==> config.mk <==
export PLATFORM = sky130hd
export DESIGN_NAME = fft_bf2_stage
export DESIGN_NICKNAME = d
export VERILOG_FILES = /design/src/rtl/fft_pkg.sv /design/src/rtl/fft_cmul.sv /design/src/rtl/fft_bf2_stage.sv
export SDC_FILE = /design/constraint.sdc
export NUM_CORES = 2
export LEC_CHECK = 0
export ABC_AREA = 1
export ABC_CLOCK_PERIOD_IN_PS = 14040
export CORE_MARGIN = 10
export CORE_UTILIZATION = 40
export CTS_CLUSTER_SIZE = 25
export DETAILED_ROUTE_END_ITERATION = 6
export MAX_ROUTING_LAYER = met4
export PLACE_DENSITY = 0.64
export SYNTH_ARGS = -nofsm -noshare
export SYNTH_HDL_FRONTEND = slang
export SYNTH_SLANG_ARGS = --single-unit
==> constraint.sdc <==
create_clock -name clk -period 14.04 [get_ports clk]
set_clock_uncertainty 0.15 [all_clocks]
set_input_delay 2.106 -clock clk [delete_from_list [all_inputs] [get_ports clk]]
set_output_delay 2.106 -clock clk [all_outputs]
set_load 0.02 [all_outputs]
==> src/rtl/fft_pkg.sv <==
// fft_pkg: shared constants, complex types and the saturation helper for
// the radix-2 butterfly datapath.
//   DW       - width of each real/imag data component
//   TW_W     - width of each twiddle component (Q1.14, 16384 = +1.0)
//   TW_FRAC  - twiddle fractional bits, removed after the multiply
//   ROUND_K  - half-LSB constant for round-half-up before the shift
//   PW       - width of the rounded complex product (DW+2)
//   SW       - width of the butterfly sums (DW+3)
package fft_pkg;

   localparam int DW      = 16;
   localparam int TW_W    = 16;
   localparam int TW_FRAC = 14;
   localparam int ROUND_K = 1 << (TW_FRAC - 1);
   localparam int PW      = DW + 2;
   localparam int SW      = DW + 3;

   typedef struct packed {
      logic signed [DW-1:0] re;
      logic signed [DW-1:0] im;
   } cplx_t;

   typedef struct packed {
      logic signed [TW_W-1:0] re;
      logic signed [TW_W-1:0] im;
   } tw_t;

   // Clamp a butterfly sum into the signed DW-bit output range.
   function automatic logic signed [DW-1:0] saturate(input logic signed [SW-1:0] v);
      logic signed [SW-1:0] hi;
      logic signed [SW-1:0] lo;
      hi = {{(SW-DW+1){1'b0}}, {(DW-1){1'b1}}};
      lo = {{(SW-DW+1){1'b1}}, {(DW-1){1'b0}}};
      if (v > hi)
         return hi[DW-1:0];
      else if (v < lo)
         return lo[DW-1:0];
      else
         return v[DW-1:0];
   endfunction

endpackage

==> src/rtl/fft_cmul.sv <==
// fft_cmul: first two pipeline stages of the butterfly.
//   S1 registers A and the four partial products of B*W.
//   S2 combines them into Pr/Pi, rounds half-up, drops TW_FRAC bits and
//   registers the PW-bit result together with A.
// Ports:
//   clk, rst          - clock, asynchronous active-high reset
//   in_valid          - beat valid entering S1
//   en1, en2          - stage load enables from the top-level enable chain
//   a_in, b_in, w_in  - packed {re, im} operands
//   v1, v2            - S1 / S2 valid flags (feed the enable chain)
//   a_out             - A as held in S2
//   pr_out, pi_out    - rounded W*B real/imag held in S2
module fft_cmul
   import fft_pkg::*;
(
   input  logic                 clk,
   input  logic                 rst,
   input  logic                 in_valid,
   input  logic                 en1,
   input  logic                 en2,
   input  logic [2*DW-1:0]      a_in,
   input  logic [2*DW-1:0]      b_in,
   input  logic [2*TW_W-1:0]    w_in,
   output logic                 v1,
   output logic                 v2,
   output logic [2*DW-1:0]      a_out,
   output logic signed [PW-1:0] pr_out,
   output logic signed [PW-1:0] pi_out
);

   cplx_t b_c;
   tw_t   w_c;
   assign b_c = b_in;
   assign w_c = w_in;

   // Product lanes: 0 = Br*Wr, 1 = Bi*Wi, 2 = Br*Wi, 3 = Bi*Wr
   logic signed [DW-1:0]   mul_b [4];
   logic signed [TW_W-1:0] mul_w [4];
   logic signed [2*DW-1:0] prod_reg [4];

   assign mul_b[0] = b_c.re;  assign mul_w[0] = w_c.re;
   assign mul_b[1] = b_c.im;  assign mul_w[1] = w_c.im;
   assign mul_b[2] = b_c.re;  assign mul_w[2] = w_c.im;
   assign mul_b[3] = b_c.im;  assign mul_w[3] = w_c.re;

   logic            v1_reg;
   logic [2*DW-1:0] a1_reg;

   always_ff @(posedge clk or posedge rst) begin
      if (rst) begin
         v1_reg <= 1'b0;
         a1_reg <= '0;
      end else if (en1) begin
         v1_reg <= in_valid;
         a1_reg <= a_in;
      end
   end

   genvar gi;
   generate
      for (gi = 0; gi < 4; gi++) begin : g_mul
         always_ff @(posedge clk or posedge rst) begin
            if (rst)
               prod_reg[gi] <= '0;
            else if (en1)
               prod_reg[gi] <= mul_b[gi] * mul_w[gi];
         end
      end
   endgenerate

   // S2 combine and round. The rounded value is bits [TW_FRAC +: PW] of the
   // sum-plus-half, which equals an arithmetic shift followed by truncation.
   logic signed [2*DW:0] pr_full;
   logic signed [2*DW:0] pi_full;
   logic signed [2*DW:0] pr_rnd;
   logic signed [2*DW:0] pi_rnd;

   assign pr_full = {prod_reg[0][2*DW-1], prod_reg[0]} - {prod_reg[1][2*DW-1], prod_reg[1]};
   assign pi_full = {prod_reg[2][2*DW-1], prod_reg[2]} + {prod_reg[3][2*DW-1], prod_reg[3]};
   assign pr_rnd  = pr_full + (2*DW+1)'(ROUND_K);
   assign pi_rnd  = pi_full + (2*DW+1)'(ROUND_K);

   // Fraction bits and the top guard bit are dropped on purpose.
   logic unused_bits;
   assign unused_bits = ^{pr_rnd[TW_FRAC-1:0], pi_rnd[TW_FRAC-1:0],
                          pr_rnd[2*DW], pi_rnd[2*DW]};

   logic                 v2_reg;
   logic [2*DW-1:0]      a2_reg;
   logic signed [PW-1:0] pr_reg;
   logic signed [PW-1:0] pi_reg;

   always_ff @(posedge clk or posedge rst) begin
      if (rst) begin
         v2_reg <= 1'b0;
         a2_reg <= '0;
         pr_reg <= '0;
         pi_reg <= '0;
      end else if (en2) begin
         v2_reg <= v1_reg;
         a2_reg <= a1_reg;
         pr_reg <= pr_rnd[TW_FRAC +: PW];
         pi_reg <= pi_rnd[TW_FRAC +: PW];
      end
   end

   assign v1     = v1_reg;
   assign v2     = v2_reg;
   assign a_out  = a2_reg;
   assign pr_out = pr_reg;
   assign pi_out = pi_reg;

endmodule

==> src/rtl/fft_bf2_stage.sv <==
// fft_bf2_stage: radix-2 DIT butterfly, X = A + W*B, Y = A - W*B.
// Three register stages (S1/S2 in fft_cmul, S3 here), one beat per cycle,
// valid/ready on both sides with a collapsing-bubble enable chain.
// Build option: define FFT_BF_SCALE_EN to halve every S3 sum (round half-up)
// before saturation; left undefined, sums are saturated unscaled.
// Ports:
//   clk, rst            - clock, asynchronous active-high reset
//   in_valid, in_ready  - input handshake (in_ready independent of in_valid)
//   a_in, b_in          - packed {re, im} data, re in upper half
//   w_in                - packed Q1.14 twiddle {re, im}
//   out_valid, out_ready- output handshake
//   x_out, y_out        - packed {re, im} butterfly results
module fft_bf2_stage
   import fft_pkg::*;
(
   input  logic              clk,
   input  logic              rst,
   input  logic              in_valid,
   output logic              in_ready,
   input  logic [2*DW-1:0]   a_in,
   input  logic [2*DW-1:0]   b_in,
   input  logic [2*TW_W-1:0] w_in,
   output logic              out_valid,
   input  logic              out_ready,
   output logic [2*DW-1:0]   x_out,
   output logic [2*DW-1:0]   y_out
);

   logic v1, v2, v3_reg;
   logic en1, en2, en3;

   // A stage may load whenever it is empty or its content moves on this cycle.
   assign en3      = !v3_reg || out_ready;
   assign en2      = !v2 || en3;
   assign en1      = !v1 || en2;
   assign in_ready = en1;

   logic [2*DW-1:0]      a2_bits;
   logic signed [PW-1:0] pr, pi;

   fft_cmul u_cmul (
      .clk      (clk),
      .rst      (rst),
      .in_valid (in_valid),
      .en1      (en1),
      .en2      (en2),
      .a_in     (a_in),
      .b_in     (b_in),
      .w_in     (w_in),
      .v1       (v1),
      .v2       (v2),
      .a_out    (a2_bits),
      .pr_out   (pr),
      .pi_out   (pi)
   );

   cplx_t a2_c;
   assign a2_c = a2_bits;

   // Index 0 = real, 1 = imaginary, both sign-extended to the sum width.
   logic signed [SW-1:0] a_ext [2];
   logic signed [SW-1:0] p_ext [2];
   assign a_ext[0] = {{(SW-DW){a2_c.re[DW-1]}}, a2_c.re};
   assign a_ext[1] = {{(SW-DW){a2_c.im[DW-1]}}, a2_c.im};
   assign p_ext[0] = {{(SW-PW){pr[PW-1]}}, pr};
   assign p_ext[1] = {{(SW-PW){pi[PW-1]}}, pi};

   // Output lanes: 0 = Xr, 1 = Xi, 2 = Yr, 3 = Yi
   logic signed [DW-1:0] res_reg [4];

   genvar gi;
   generate
      for (gi = 0; gi < 4; gi++) begin : g_lane
         logic signed [SW-1:0] sum_w;
         logic signed [SW-1:0] scl_w;

         if (gi < 2) begin : g_add
            assign sum_w = a_ext[gi % 2] + p_ext[gi % 2];
         end else begin : g_sub
            assign sum_w = a_ext[gi % 2] - p_ext[gi % 2];
         end

`ifdef FFT_BF_SCALE_EN
         assign scl_w = (sum_w + SW'(1)) >>> 1;
`else
         assign scl_w = sum_w;
`endif

         always_ff @(posedge clk or posedge rst) begin
            if (rst)
               res_reg[gi] <= '0;
            else if (en3)
               res_reg[gi] <= saturate(scl_w);
         end
      end
   endgenerate

   always_ff @(posedge clk or posedge rst) begin
      if (rst)
         v3_reg <= 1'b0;
      else if (en3)
         v3_reg <= v2;
   end

   assign out_valid = v3_reg;
   assign x_out     = {res_reg[0], res_reg[1]};
   assign y_out     = {res_reg[2], res_reg[3]};

endmodule

==> flow_summary.toml <==
[cts]
cts_tree = "built"
cts_root_buffer = "clkbuf_16"
htree_levels = 2
cts_sinks = 295
cts_hold_buf = 0
postCtsSetupRepairBufs = 0
ctsResizeCount = 0
numCtsBuffers = 38
cts_buffer_depth = 3
path_clk_slew_ns = 0.07
clk_latency_ns = 0.58

[placed_design]
dp.final_hpwl_mm = 153.2
post_dp_cell_area_um2 = 65220
routabilityCongestion = 0.9779
io_buffers = 165

[timing]
slew_headroom_pct = 30.32
timing.fmax_ghz = 0.1165
finalSetupViolCount = 0
hold_viol = 0
tightestPinTransition_ns = 1.044
finalMaxSlewViolations = 0
setup-tns-final_ns = 0
post-route-period-util_pct = 61.12
grt_setup_unrepaired = "false"
finalCriticalPeriod_ns = 8.581

[min_path]
hp-class = "register to register"
whs_path_depth = 2
hold_end = "u_cmul.a_out[12]$_DFFE_PP0P_"
min-delay-start = "u_cmul.a1_reg[12]$_DFFE_PP0P_"

[yosys]
synth.ff_latch_count = 295
ys_types = 49
synth_ff_type = "dfrtp_1"
synth_area_leaders = "fa_1 34%, nand2_1 13%, inv_1 13%, dfrtp_1 12%, ha_1 11%"
syn_area_per_cell_um2 = 7.548
synth_edf_count = 0
syn-instance-count = 8168
yosysWarnings = 0
synth_nets = 9838
synth.cell_area_um2 = 61650
synth_top_cell_area_share_pct = 34.16
synth-async-reset-ratio_pct = 100.0
yosys.area.top_type = "fa_1"
ys_seq_area_share_pct = 11.97

[final_layout]
area.growth.synth_to_final_pct = 7.858
drive_gt1_share_pct = 3.067
largest_reg_flops = 128
final_common_cell = "nand2_1"
fillers = 15720
final_area_um2 = 66500
final_cell_mix = "2191 x nand2_1, 2073 x inv_1, 1052 x fa_1"
finalNetCount = 9827

[setup_path]
r2r_setup_slack_ns = 9.28
cp_data_required_time_ns = 14.37
ff2ff_path_depth = 10
r2r_start = "out_valid$_DFFE_PP0P_"
worstSetupPathType = "input port to register"
cp_max_fo = 32
reg2reg_to = "u_cmul.prod_reg[45]$_DFFE_PP0P_"
cp-start-kind = "input port"
worst_ep_arrival_time_ns = 8.91
endpoint_kind = "register"

[global_routing]
track_usage_pct = 23.73
grt_pass1_vias = 54010
grt_overflow = 0
grt_pass1_wl_mm = 311.9
antenna_found_initial = 2
grt_max_degree = 146

[die]
core_area_um2 = 153700
die_area_um2 = 170200
die_w_um = 412.6
ios = 166
die_h_um = 412.6
row_count = 144
initial_utilization_pct = 40.11

[drt]
drcViolationCount = 0
drtIter0Drc = 4431
routed_wl_mm = 194.2
via_per_inst = 5.048
num_vias = 51650
route.antenna.remaining_nets = 0
avgRoutedWirePerCell_um = 18.98
dr.pass1.iters = 6

[run]
cap_violations = 0

[status]
run_status = "completed"
## through the flow
| step | utilization, % | hold slack (ns) | std cells | setup slack, ns |
|---|---|---|---|---|
| after floorplan | - | 0.2829 | 8168 | 3.637 |
| after global placement | 42.44 | 0.3001 | 10160 | 5.076 |
| after detailed placement | 42.44 | 0.3068 | 10160 | 5.027 |
| after CTS | 43.26 | 0.3153 | 10230 | 5.621 |
| after global routing | 43.26 | 0.3433 | 10230 | 5.252 |
| final | 43.27 | 0.3106 | 10230 | 5.459 |
## worst max-delay path by stage
stage | from | to | slack, ns | cells after the start
final | w_in[17] | u_cmul.prod_reg[119]$_DFFE_PP0P_ | 5.46 | 20
after global routing | w_in[17] | u_cmul.prod_reg[119]$_DFFE_PP0P_ | 5.25 | 20
after CTS | w_in[15] | u_cmul.prod_reg[95]$_DFFE_PP0P_ | 5.62 | 21
after detailed placement | w_in[15] | u_cmul.prod_reg[95]$_DFFE_PP0P_ | 5.03 | 21
after global placement | w_in[15] | u_cmul.prod_reg[95]$_DFFE_PP0P_ | 5.08 | 21
after floorplan | rst | out_valid$_DFFE_PP0P_ | 3.64 | 1
## logic make-up after synthesis
kind of cell	share of synthesized area [%]
XOR/XNOR	1.961
adder cells (fa/ha/maj)	44.67
buffers and inverters	14.69
AO/OA/AOI/OAI	6.821
AND/OR/NAND/NOR	19.88
flip-flops	11.97
## synthesized netlist by cell type, drive strengths merged (10+ instances only)
cell type	n
a21boi	12
a21o	28
a21oi	322
a31o	11
a31oi	50
buf	66
clkbuf	223
dfrtp	295
fa	1052
ha	518
inv	2086
nand2	2202
nand3	240
nand4	82
nor2	402
nor3	58
o21a	10
o21ai	244
o21bai	43
or2	44
xnor2	59
xor2	79
## cell type report
| type | count | area (um2) | share of cell area [%] |
|---|---|---|---|
| antenna | 4 | 10.01 | 0.01505 |
| clock buffer | 45 | 1049 | 1.577 |
| clock inverter | 22 | 219.0 | 0.3293 |
| inverter | 2088 | 7850 | 11.81 |
| multi-input combinational | 5496 | 45220 | 68.01 |
| sequential | 295 | 7382 | 11.10 |
| tap | 2044 | 2557 | 3.846 |
| timing repair buffer | 238 | 2207 | 3.319 |
## per-layer routing
metal  vias to the layer above  track usage (%)  wire length, um
li1                      24090                -                -
met1                     25470            33.60            89990
met2                      1844            36.10            84970
met3                       248            3.277            14320
met4                         0            5.212             4920
met5                         -                -                0
## critical path: stages
cell             delay (ns)
clkdlybuf4s50_1        0.45
buf_4                  0.47
nand2_1                0.19
inv_1                  0.16
fa_1                   0.55
fa_1                   0.93
fa_1                   0.54
fa_1                   0.51
fa_1                   0.49
inv_1                  0.05
fa_1                   0.47
inv_1                  0.05
ha_1                   0.45
nand2_1                0.18
nor2_1                 0.16
inv_1                  0.07
nor3_1                 0.40
nand4_1                0.23
a31o_2                 0.30
a31oi_1                0.13
Power is not shown: default switching activity piles up to over one toggle a cycle in this logic, so the estimate is an artifact.
